**config.mk**
```make
export PLATFORM = sky130hd
export DESIGN_NAME = vc_scheduler
export DESIGN_NICKNAME = d
export VERILOG_FILES = /design/src/rtl/vc_scheduler.sv
export SDC_FILE = /design/constraint.sdc
export NUM_CORES = 1
export LEC_CHECK = 0
export BUFFER_PORTS_ARGS = -buffer_cell sky130_fd_sc_hd__buf_2
export CAP_MARGIN = 20
export CORE_UTILIZATION = 40
export CTS_CLUSTER_SIZE = 28
export DETAILED_ROUTE_END_ITERATION = 6
export PLACE_DENSITY = 0.66
export SYNTH_ARGS = -nofsm -noshare
export SYNTH_HDL_FRONTEND = slang
export SYNTH_SLANG_ARGS = --single-unit
```
**constraint.sdc**
```tcl
create_clock -name clk -period 5.9 [get_ports clk]
set_input_delay 1.18 -clock clk [delete_from_list [all_inputs] [get_ports clk]]
set_output_delay 1.18 -clock clk [all_outputs]
set_load 0.005 [all_outputs]
```
**src/rtl/vc_scheduler.sv**
```systemverilog
// vc_scheduler: picks one of two VC FIFO heads per cycle for two destination FIFOs,
// with VC0 priority bounded by a programmable starvation limit for VC1.
module vc_scheduler #(
    parameter int DATA_W   = 6,
    parameter int DEST_BIT = 4
) (
    input  logic              clk,
    input  logic              reset_L,
    input  logic              init,
    input  logic [3:0]        starve_limit_i,
    input  logic              vc0_empty,
    input  logic              vc1_empty,
    input  logic [DATA_W-1:0] vc0_data,
    input  logic [DATA_W-1:0] vc1_data,
    input  logic              d0_pause,
    input  logic              d1_pause,
    output logic              vc0_pop,
    output logic              vc1_pop,
    output logic              d0_push,
    output logic              d1_push,
    output logic [DATA_W-1:0] data_out,
    output logic              idle_out,
    output logic              active_out
);
    localparam logic [1:0] ST_INIT   = 2'd0;
    localparam logic [1:0] ST_IDLE   = 2'd1;
    localparam logic [1:0] ST_ACTIVE = 2'd2;

    logic [1:0]        state_q, state_d;
    logic [3:0]        limit_q, limit_d;
    logic [3:0]        cnt_q, cnt_d;
    logic [DATA_W-1:0] data_q, data_d;
    logic              d0_push_q, d0_push_d;
    logic              d1_push_q, d1_push_d;
    logic              run, elig0, elig1, starve, grant0, grant1, grant;
    logic [DATA_W-1:0] word;

    always_comb begin
        run       = (state_q == ST_IDLE || state_q == ST_ACTIVE) && !init;
        // pause is looked up for the destination of each head word only
        elig0     = run && !vc0_empty && !(vc0_data[DEST_BIT] ? d1_pause : d0_pause);
        elig1     = run && !vc1_empty && !(vc1_data[DEST_BIT] ? d1_pause : d0_pause);
        starve    = elig1 && limit_q != 4'd0 && cnt_q == limit_q;
        grant1    = elig1 && (!elig0 || starve);
        grant0    = elig0 && !grant1;
        grant     = grant0 || grant1;
        cnt_d     = (grant0 && elig1) ? (cnt_q == 4'hF ? cnt_q : cnt_q + 4'd1) : 4'd0;
        word      = grant1 ? vc1_data : vc0_data;
        data_d    = grant ? word : data_q;
        d1_push_d = grant && word[DEST_BIT];
        d0_push_d = grant && !word[DEST_BIT];
        limit_d   = (state_q == ST_INIT && init) ? starve_limit_i : limit_q;
        state_d   = state_q;
        case (state_q)
            ST_INIT:   state_d = init ? ST_INIT : ST_IDLE;
            ST_IDLE:   state_d = init ? ST_INIT : (grant ? ST_ACTIVE : ST_IDLE);
            ST_ACTIVE: state_d = init ? ST_INIT :
                                 (vc0_empty && vc1_empty && !d0_push_q && !d1_push_q) ? ST_IDLE : ST_ACTIVE;
            default:   state_d = ST_INIT;
        endcase
    end

    always_ff @(posedge clk or negedge reset_L) begin
        if (!reset_L) begin
            state_q   <= ST_INIT;
            limit_q   <= 4'd0;
            cnt_q     <= 4'd0;
            data_q    <= '0;
            d0_push_q <= 1'b0;
            d1_push_q <= 1'b0;
        end else begin
            state_q   <= state_d;
            limit_q   <= limit_d;
            cnt_q     <= cnt_d;
            data_q    <= data_d;
            d0_push_q <= d0_push_d;
            d1_push_q <= d1_push_d;
        end
    end

    assign vc0_pop    = grant0;
    assign vc1_pop    = grant1;
    assign d0_push    = d0_push_q;
    assign d1_push    = d1_push_q;
    assign data_out   = data_q;
    assign idle_out   = state_q == ST_IDLE;
    assign active_out = state_q == ST_ACTIVE;
endmodule
```
# --- After elaboration in Yosys (flattened, before gate mapping) ---
# Index checks and enable logic that the tools add are counted.
totals:
  word_cells: 54
  in_bits: 23
  reg_bits: 18
op_classes:
  add_sub_neg: 1
  reduce_logical: 31
  n_mux: 11
  eq_ne: 5
ops:
  columns: ["operator", "count"]
  rows:
  - ["logical AND 1 bit", 16]
  - ["zero test 1 bit", 10]
  - ["two-way mux 2 bit", 4]
  - ["two-way mux 4 bit", 2]
  - ["two-way mux 6 bit", 1]
  - ["one-hot mux 2 bit (3 select lines)", 1]
  - ["adder 4 x 1 -> 4 bit, second input constant", 1]
  - ["equality test 4 bit", 1]
  - ["equality test 4 bit, second input constant", 1]
  - ["nonzero test 4 bit", 1]
  - ["logical OR 1 bit", 3]
  - ["two-way mux 1 bit", 3]
  - ["equality test 2 x 1 -> 1 bit, second input constant", 1]
  - ["equality test 2 bit, second input constant", 1]
  - ["zero test 2 bit", 1]
  - ["inequality test 2 bit, second input constant", 1]

# --- Longest topological paths before layout ---
# Gate-level depths: netlist of run 1.
logic_depth:
  ltp_word: 15
  mapped_depth: 7

# --- Worst setup path before layout of run 1 ---
# OpenSTA, ideal clock, no wires.
synth_timing:
  path_type: "input port to output port"
  startpoint: "input vc1_data[4]"
  endpoint: "output vc1_pop"
  t_arrival_ns: 2.334
  path_slack_ns: 2.386
  path_stages: 5
  path_buffers: 1
  cell_sequence: "mux2_4 > or3_4 > o31a_1 > buf_6 > inv_1"
synth_between:
  elab_chain_len: 7
synth_lines:
  columns: ["item", "line_no", "rtl"]
  rows:
  - ["start, declared", "14", "input logic [DATA_W-1:0] vc1_data,"]
  - ["two-way mux 1 bit (*)", "42", "elig1 = run && !vc1_empty && !(vc1_data[DEST_BIT] ? d1_pause : d0_pause);"]
  - ["zero test 1 bit (*)", "42", null]
  - ["logical AND 1 bit (*)", "42", null]
  - ["logical AND 1 bit (2 in series)", "43", "starve = elig1 && limit_q != 4'd0 && cnt_q == limit_q;"]
  - ["logical OR 1 bit", "44", "grant1 = elig1 && (!elig0 || starve);"]
  - ["logical AND 1 bit (*)", "44", null]
  - ["end, declared", "18", "output logic vc1_pop,"]
# Mark *: on every way between the ends. The rest lies on a longest branch, timed or not.

# --- Final worst setup path of run 1 ---
layout_timing:
  startpoint: "input vc1_data[4]"
  endpoint: "output vc0_pop"
layout_between:
  elab_chain_len: 9
layout_lines:
  columns: ["item", "line_no", "rtl"]
  rows:
  - ["two-way mux 1 bit (*)", "42", null]
  - ["zero test 1 bit (*)", "42", null]
  - ["logical AND 1 bit (*)", "42", null]
  - ["logical AND 1 bit (2 in series)", "43", null]
  - ["logical OR 1 bit", "44", null]
  - ["logical AND 1 bit (*)", "44", null]
  - ["zero test 1 bit (*)", "45", "grant0 = elig0 && !grant1;"]
  - ["logical AND 1 bit (*)", "45", null]
  - ["end, declared", "17", "output logic vc0_pop,"]
# Marks and branches as above.

==> summary.md, run 1 <==
| Metric | Value |
|---|---|
| Status | finished, final reports clean |
| CTS tree | yes |
| Number of global-route vias before repair | ~840 |
| Commonest non-fill, non-tap cells in the layout | buf_2, dfrtp_1, inv_1 |
| Netlist cell types | 30 |
| Reg2Reg Depth | 6 |
| Synth area leaders | dfrtp_1, ha_1, mux2_2 |
| Register area share after synthesis | between 40 and 50% |
| Initial Utilization | approximately 44% |
| Tightest Pin Transition | between 0.6 and 0.7 ns |
| Max-slew violation count | 0 |
| Max-Cap Viols | 0 |
| Area growth syn-to-layout | 20.2% |
| # H-tree levels | 1 |
| Sw power | between 80 and 90 µW |
| Vias per std cell | 5.45 |
| #FFs+latches synth | 18 |
| DR pass1 iterations | 4 |
| Kind of critical path | in2out |
| Final period utilization | ~67% |
| CP most frequent cell | buf_2 |
| Peak supply drop | 0.127 mV |
| Skew final | roughly 0.0035 ns |
| Commonest non-fill, non-tap cell in the layout | buf_2 |
| CP Data Arrival Time | 2.79 ns |
| Die Area | approximately 2800 µm² |
| Power Density | roughly 240 nW/µm² |
| Worst hold path depth | 2 |
| Die width | 52.7 µm |
| Min cycle time layout | between 3 and 4 ns |
| Post-DP HPWL | between 1.5 and 2 mm |
| Static leakage | 0.607 nW |
| Largest net degree at the start of global routing | 19 |
| Postcts setup bufs | 0 |
| Worst setup EP type | output pin |
| DRC violations left | 0 |
| Clock sinks | 18 |
| Post-synth top area cell | dfrtp_1 |
| Fmax | 0.252 GHz |
| Setup-failing EPs final | 0 |
| DRT antenna net count | 0 |
| Top_reg_cell synth | dfrtp_1 |
| Final setup TNS | 0 ns |
| Post-synthesis cell area | about 1000 µm² |
| Final net count | between 150 and 200 |
| Int Pwr | 208 µW |
| Post-CTS Resized | 0 |
| Req. time, crit path | approximately 4.7 ns |
| Gate power share | around 26% |
| Antenna violations before repair | 0 |
| Routability congestion estimate | between 0.8 and 0.9 |
| Critical path's top delay family | simple AND/OR/NAND/NOR gates |
| Port Buf Inserts | 34 |
| Flip-flop and latch area | 450 µm² |
| Async S/R FF share, synth | 100% |
| Worst-Skew Late Latency | around 0.29 ns |
| Total Routing Usage GR | about 18% |
| Total core area | between 2000 and 2500 µm² |
| EDFF count, synth | 0 |
| Antenna diode count | 0 |
| Post-synth top area share | between 40% and 50% |
| Final hold vios | 0 |
| Clk slew on worst S/H paths | 0.10 ns |
| Setup ws final | 1.93 ns |
| Min-delay worst type | reg2reg |
| Sw Share | roughly 29% |
| Routed length per placed instance | approximately 13 µm |
| Layout fillers | about 210 |
| Detailed Route WL | approximately 2.2 mm |
| Clock power frac | 20.7% |
| Total of warnings raised by yosys | 0 |
| Slowest stage delay, CP | 0.51 ns |
| Startpoint types | input port |
| Drt initial violations | 8 |
| Rel. slew slack | just under 60% |
| Synthesized area per cell | between 10 and 15 µm² |
| First-pass GRT wire length | about 3.6 mm |
| RSZ-0062 raised after global routing | false |
| Cells after synthesis | slightly above 100 |
| Critical path's slowest cell | nor3_2 |
| Buffers & Inverters on Critical Path | 2 |
| Die Span Y | 52.7 µm |
| Root buffer cell | clkbuf_4 |
| Total global routing overflow | 0 |
| Crit Path Max Fanout | 12 |
| TritonCTS buffer count | 3 |
| Crit path depth | 6 |
| Crit-path cells | buf_2, mux2_4, or3_4, nor3_2, nor2_1, buf_2 |
| I/O pin cnt | 35 |
| Row count | 17 |
| Vias post-DR | between 800 and 900 |
| Cts hold-fix bufs | 0 |
| Clock tree buffer depth | 2 |
| Pre-CTS setup slack | 1.94 ns |
| Layout cells sized above 1 | around a third |
| Register share of total power | 53.4% |
| Multi-input logic area | 512 µm² |
| Mapped Nets | approximately 130 |
cell families after synthesis:
kind of cell | share of synthesized area (%)
buffers and inverters | 6.33
AOI/OAI and AO/OA | 14.3
muxes | 8.89
xor gates and xnor gates | 4.26
and+or+nand+nor | 16.3
adders and majority gates | 6.09
DFF | 43.8
final timing paths:
kind / start / to / slack, ns
worst max-delay path: vc1_data[4] / vc0_pop / 1.93
worst min-delay path: data_out[2]$_DFFE_PN0P_ / data_out[2]$_DFFE_PN0P_ / 0.52
worst max register to register: state_q[0]$_DFF_PN0_ / cnt_q[3]$_DFFE_PN0P_ / 3.71
worst min register to register: data_out[2]$_DFFE_PN0P_ / data_out[2]$_DFFE_PN0P_ / 0.52
max in group asynchronous: reset_L / cnt_q[1]$_DFFE_PN0P_ / 4.81
min in group asynchronous: reset_L / limit_q[0]$_DFFE_PN0P_ / 0.80
per-layer routing:
layer / part of all wire [%] / vias up / global-route usage, %
li1: - / 435 / -
met1: 46 / 424 / 23.4
met2: 48 / 28 / 28.9
met3: 5.0 / 2 / 2.90
met4: 0.69 / 0 / 5.26
met5: 0 / - / 0
flip-flops by register name (all words and copies together), names as in the netlist:
register  flops
data_out      6
d1_push       1
state_q       2
cnt_q         4
limit_q       4
d0_push       1
area by class of cell:
| type | instances | area share, % |
|---|---|---|
| Multi-Input combinational cell | 68 | 41.4 |
| Timing Repair Buffer | 34 | 13.8 |
| Inverter | 12 | 3.65 |
| Tap cell | 28 | 2.84 |
| Clock buffer | 3 | 1.82 |
| Sequential cell | 18 | 36.5 |
stage by stage:
stage | instance area, µm² | hold slack [ns] | power (mW) | instances | util [%]
detailed placement | 1210 | 0.498 | 0.236 | 160 | 52.3
finish | 1230 | 0.521 | 0.294 | 163 | 53.3
global route | 1230 | 0.577 | 0.314 | 163 | 53.3
floorplan | 1030 | 0.502 | 0.201 | 101 | -
CTS | 1230 | 0.526 | 0.296 | 163 | 53.3
global placement | 1210 | 0.507 | 0.235 | 160 | 52.3
tightest hold or removal path, stage by stage, from the launching register on:
cell and delay [ns]:
dfrtp_1 0.36, nand3_1 0.07, o221ai_1 0.06
synthesized netlist by cell type (2+ instances only):
master    instances
dfrtp_1          18
inv_1            12
nand3_1          10
nand2_1           8
nor3_1            6
ha_1              5
mux2_2            5
o221ai_1          5
xnor2_1           5
o21ai_0           3
mux2i_1           2
nor2_1            2
nor3_2            2
or3_1             2
power by group through the flow:
stage	registers [mW]	clock network (mW)	logic, mW
after floorplan	0.158	0	0.0422
after global placement	0.159	0	0.0761
after detailed placement	0.159	0	0.0770
after CTS	0.157	0.0617	0.0772
after global routing	0.160	0.0665	0.0875
final	0.157	0.0610	0.0760
Note: power is estimated with default switching activity, not from simulation.
==> run 2: changes to the inputs <==
- PLACE_DENSITY: 0.66 -> 0.69
- clock period: 5.9 -> 3.5 ns (I/O delays scaled with it)
==> run 2 against run 1 <==
Effect of this change:
- first-iteration DRC count rose to 3.3 times the previous value
- sequential share of layout area down 0.62 points
- cell count up 1.2%
- die area unchanged
- hold slack worse by 0.19 ns
- via count down 0.45%
- clock power up 100%
- total power up 76%
- critical path type unchanged
==> summary.md, run 2 (synthesis results as in run 1) <==
| Metric | Value |
|---|---|
| Status | finished, final reports clean |
| Kind of critical path | in2out |
| Number of global-route vias before repair | around 840 |
| Antenna violations before repair | 0 |
| Sw power | approximately 140 µW |
| Fmax | between 0.3 and 0.4 GHz |
| Clock tree buffer depth | 2 |
| Number of flip-flops in the largest register | 6 |
| Commonest non-fill, non-tap cells in the layout | buf_2, dfrtp_1, inv_1 |
| Commonest non-fill, non-tap cell in the layout | buf_2 |
| Tightest Pin Transition | about 0.63 ns |
| Clock power frac | 24.0% |
| CP Data Arrival Time | roughly 2.2 ns |
| RSZ-0062 raised after global routing | false |
| Final hold vios | 0 |
| Min-delay worst type | in2async |
| Routability congestion estimate | about 0.75 |
| Worst setup EP type | output pin |
| Multi-input logic area | 512 µm² |
| Min cycle time layout | 2.92 ns |
| DR pass1 iterations | 4 |
| Largest net degree at the start of global routing | 19 |
| Register share of total power | between 50 and 60% |
| Reg2Reg Depth | 6 |
| Post-route cell area | 1260 µm² |
| Cts hold-fix bufs | 0 |
| Vias per std cell | 5.36 |
| Routed length per placed instance | about 13 µm |
| Post-DP HPWL | 1.65 mm |
| Sw Share | about 28% |
| Die width | 52.7 µm |
| Max-slew violation count | 0 |
| I/O pin cnt | 35 |
| Detailed Route WL | 2.14 mm |
| Flip-flop and latch area | between 400 and 500 µm² |
| Static leakage | just over 0.6 nW |
| Layout cells sized above 1 | roughly a third |
| Total core area | 2320 µm² |
| Req. time, crit path | ~2.8 ns |
| Post-CTS Resized | 0 |
| Clock sinks | 18 |
| Finished Layout Cells | around 170 |
| Worst-Skew Late Latency | between 0.2 and 0.3 ns |
| Int Pwr | roughly 370 µW |
| Vias post-DR | ~890 |
| Area growth syn-to-layout | 22.3% |
| Postcts setup bufs | 0 |
| Die Span Y | ~53 µm |
| Port Buf Inserts | 34 |
| CTS tree | yes |
| Final setup TNS | 0 ns |
| DRT antenna net count | 0 |
| First-pass GRT wire length | 3.53 mm |
| Setup-failing EPs final | 0 |
| Cells after DPL | around 160 |
| Setup ws final | between 0.5 and 0.6 ns |
| TritonCTS buffer count | 3 |
| # H-tree levels | 1 |
| Drt initial violations | 26 |
| Antenna diode count | 0 |
| Crit Path Max Fanout | 12 |
| Pre-CTS setup slack | approximately 0.6 ns |
| Initial Utilization | 44.3% |
| Gate power share | around a quarter |
| Die Area | between 2000 and 3000 µm² |
| Startpoint types | input port |
| Final net count | 166 |
| Total global routing overflow | 0 |
| Reg2reg start | state_q[0]$_DFF_PN0_ |
| Total Power | slightly above 500 µW |
| Clk slew on worst S/H paths | roughly 0.1 ns |
| Layout fillers | around 200 |
| Placed inst area | around 1200 µm² |
| DRC violations left | 0 |
| Rel. slew slack | 57.8% |
| Row count | 17 |
| Root buffer cell | clkbuf_4 |
| Final period utilization | a little over four fifths |
| Skew final | 0.00266 ns |
| WHS | 0.330 ns |
| Fin util | between 50% and 60% |
| Reg2reg end | data_out[4]$_DFFE_PN0P_ |
| Worst R2R Setup Slack | between 1 and 1.5 ns |
| Total Routing Usage GR | between 10% and 20% |
| Peak supply drop | roughly 0.33 mV |
| Power Density | a little over 400 nW/µm² |
| Max-Cap Viols | 0 |
run 2: worst max-delay path: stages:
cell and delay, ns:
buf_2 0.12, mux2_4 0.32, or3_4 0.45, o31a_1 0.44, inv_1 0.09, buf_2 0.10
run 2: worst max path at each step:
stage / from / cells past startpoint / slack [ns] / end
3_3_place_gp: vc1_data[4] / 6 / 0.62 / vc1_pop
5_1_grt: state_q[0]$_DFF_PN0_ / 7 / 0.45 / vc1_pop
4_1_cts: state_q[0]$_DFF_PN0_ / 7 / 0.58 / vc1_pop
6_report: vc1_data[4] / 6 / 0.58 / vc1_pop
3_5_place_dp: vc1_data[4] / 6 / 0.60 / vc1_pop
2_1_floorplan: vc1_data[4] / 5 / 0.95 / vc1_pop
run 2: cell type report:
type | count | share of cell area (%)
multi-input combinational | 68 | 40.7
sequential | 18 | 35.9
timing repair buffer | 35 | 14.1
inverter | 12 | 3.59
clock buffer | 4 | 2.89
tap | 28 | 2.79
run 2: power by group through the flow:
stage / sequential, mW / combinational [mW] / clock (mW)
floorplan: 0.267 / 0.0712 / 0
detailed placement: 0.268 / 0.131 / 0
global placement: 0.268 / 0.128 / 0
CTS: 0.264 / 0.132 / 0.129
global route: 0.267 / 0.147 / 0.139
finish: 0.264 / 0.130 / 0.125
run 2: routing by layer:
| layer | routed length [µm] | GRT usage (%) | up-vias |
|---|---|---|---|
| li1 | - | - | 441 |
| met4 | 12 | 2.63 | 0 |
| met1 | 1020 | 22.8 | 410 |
| met5 | 0 | 0 | - |
| met2 | 976 | 28.3 | 32 |
| met3 | 134 | 5.80 | 2 |
==> run 3: changes to the inputs <==
- PLACE_DENSITY: 0.69 -> 0.66
- clock period: 3.5 -> 2.91 ns (I/O delays scaled with it)
==> run 3 against run 2 <==
Effect of this change:
- largest cell class unchanged
- largest power group unchanged
- die area is the same
- core utilization grew 0.65 points
- clock power grew 22%
- global-route usage grew 0.28 points
- final area grew 1.2%
- sequential power grew 20%
- critical endpoint unchanged
- cell count grew 1.2%
- hold slack lost 0.13 ns
- setup slack lost 0.34 ns
- wire length grew 0.93%
==> summary.md, run 3 (synthesis results as in run 1) <==
| Metric | Value |
|---|---|
| Routed length per placed instance | 12.9 µm |
| Clock sinks | 18 |
| Antenna violations before repair | 0 |
| Routability congestion estimate | approximately 0.78 |
| Number of global-route vias before repair | 847 |
| Power Density | 494 nW/µm² |
| WHS | 0.203 ns |
| Row count | 17 |
| Rel. slew slack | a little under three fifths |
| Die width | between 50 and 60 µm |
| Gate power share | about 25% |
| Port Buf Inserts | 34 |
| Total global routing overflow | 0 |
| Clk slew on worst S/H paths | approximately 0.1 ns |
| Register share of total power | 50.7% |
| Worst-Skew Late Latency | approximately 0.29 ns |
| Vias post-DR | between 800 and 900 |
| CTS tree | yes |
| Max-slew violation count | 0 |
| Sw Share | around 28% |
| Int Pwr | about 450 µW |
| Final net count | between 150 and 200 |
| CP Data Arrival Time | between 2 and 2.5 ns |
| Post-route cell area | around 1300 µm² |
| Min-delay worst type | in2async |
| Max-Cap Viols | 0 |
| Clock power frac | between 20% and 30% |
| Worst setup EP type | output pin |
| Drt initial violations | 11 |
| RSZ-0062 raised after global routing | false |
| Skew final | slightly below 0.003 ns |
| Clock tree buffer depth | 2 |
| Vias per std cell | between 5 and 6 |
| DR pass1 iterations | 4 |
| Met1 GRT Util | a little under a quarter |
| Area growth syn-to-layout | 23.8% |
| Total core area | between 2000 and 2500 µm² |
| Antenna diode count | 0 |
| Final period utilization | between 90% and 100% |
| Root buffer cell | clkbuf_4 |
| Post-CTS Resized | 0 |
| Final hold vios | 0 |
| TritonCTS buffer count | 3 |
| Static leakage | 0.629 nW |
| Startpoint types | flop |
| Tightest Pin Transition | approximately 0.63 ns |
| Initial Utilization | 44.3% |
| Setup-failing EPs final | 0 |
| Layout cells sized above 1 | between 30% and 40% |
| Crit-path cells | inv_1, ha_1, nand2b_1, or3_4, o31a_1, inv_1, buf_2 |
| Final setup TNS | 0 ns |
| GR peak layer | met2 |
| Largest net degree at the start of global routing | 19 |
| Kind of critical path | reg2out |
| Layout fillers | 216 |
| Peak supply drop | around 0.30 mV |
| Number of flip-flops in the largest register | 6 |
| DRT antenna net count | 0 |
| First-pass GRT wire length | 3.59 mm |
| Met2 Use GR | 28.9% |
| Postcts setup bufs | 0 |
| Die Span Y | 52.7 µm |
| Detailed Route WL | 2.16 mm |
| Met3 Track Usage GR | 5.22% |
| Crit Path Max Fanout | 12 |
| Min cycle time layout | roughly 2.7 ns |
| Slowest stage delay, CP | between 0.4 and 0.5 ns |
| Placed inst area | ~1200 µm² |
| Fmax | approximately 0.37 GHz |
| Req. time, crit path | 2.33 ns |
| Die Area | approximately 2800 µm² |
| Critical path's slowest cell | or3_4 |
| Commonest non-fill, non-tap cells in the layout | buf_2, dfrtp_1, inv_1 |
| Commonest non-fill, non-tap cell in the layout | buf_2 |
| Total Routing Usage GR | between 10% and 20% |
| # H-tree levels | 1 |
| Cts hold-fix bufs | 0 |
| Status | finished, final reports clean |
| I/O pin cnt | 35 |
| DRC violations left | 0 |
| Post-DP HPWL | 1.67 mm |
| Sw power | approximately 180 µW |
| CP most frequent cell | inv_1 |
-- run 3: path summary, 6_finish.rpt --
path / start / to / slack (ns) / cells past startpoint
setup / recovery: state_q[0]$_DFF_PN0_ / vc1_pop / 0.24 / 7
hold / removal: reset_L / cnt_q[2]$_DFFE_PN0P_ / 0.20 / 1
setup reg to reg: state_q[0]$_DFF_PN0_ / data_out[4]$_DFFE_PN0P_ / 0.75 / 7
hold reg to reg: data_out[0]$_DFFE_PN0P_ / data_out[0]$_DFFE_PN0P_ / 0.52 / 2
max in group asynchronous: reset_L / state_q[1]$_DFF_PN0_ / 2.42 / 1
min in group clk: init / state_q[1]$_DFF_PN0_ / 0.48 / 2
-- run 3: final cells by class --
| type | instances | area, µm² | share of cell area (%) |
|---|---|---|---|
| Sequential cell | 18 | 450 | 35.4 |
| Tap cell | 28 | 35.0 | 2.76 |
| Multi-Input combinational cell | 68 | 512 | 40.3 |
| Timing Repair Buffer | 37 | 193 | 15.2 |
| Clock buffer | 4 | 36.3 | 2.85 |
| Inverter | 12 | 45.0 | 3.54 |
-- run 3: worst max-delay path: cells and delay by family (launching register included) --
family	cells	cell delay, ns
and+or+nand+nor	2	0.56
DFF	1	0.39
AOI/OAI and AO/OA	1	0.34
adders and majority gates	1	0.27
buffers and inverters	3	0.23
-- run 3: stage by stage --
step | utilization, % | worst slack (ns) | instances | total power, mW
3_3_place_gp | 53.3 | 0.392 | 163 | 0.478
4_1_cts | 54.8 | 0.238 | 167 | 0.637
3_5_place_dp | 53.3 | 0.370 | 163 | 0.479
5_1_grt | 54.8 | 0.108 | 167 | 0.669
6_report | 54.8 | 0.241 | 167 | 0.628
2_1_floorplan | - | 0.592 | 101 | 0.407
-- run 3: routing by layer --
metal,vias to the layer above,part of all wire [%]
met5,-,0
met4,0,0.37
met3,2,5.6
met2,31,46
met1,412,48
li1,442,-
-- run 3: power by group through the flow --
stage / sequential (mW) / clock (mW) / combinational, mW
6_report: 0.318 / 0.153 / 0.156
5_1_grt: 0.323 / 0.170 / 0.176
2_1_floorplan: 0.321 / 0 / 0.0856
3_5_place_dp: 0.323 / 0 / 0.156
3_3_place_gp: 0.322 / 0 / 0.156
4_1_cts: 0.318 / 0.161 / 0.158
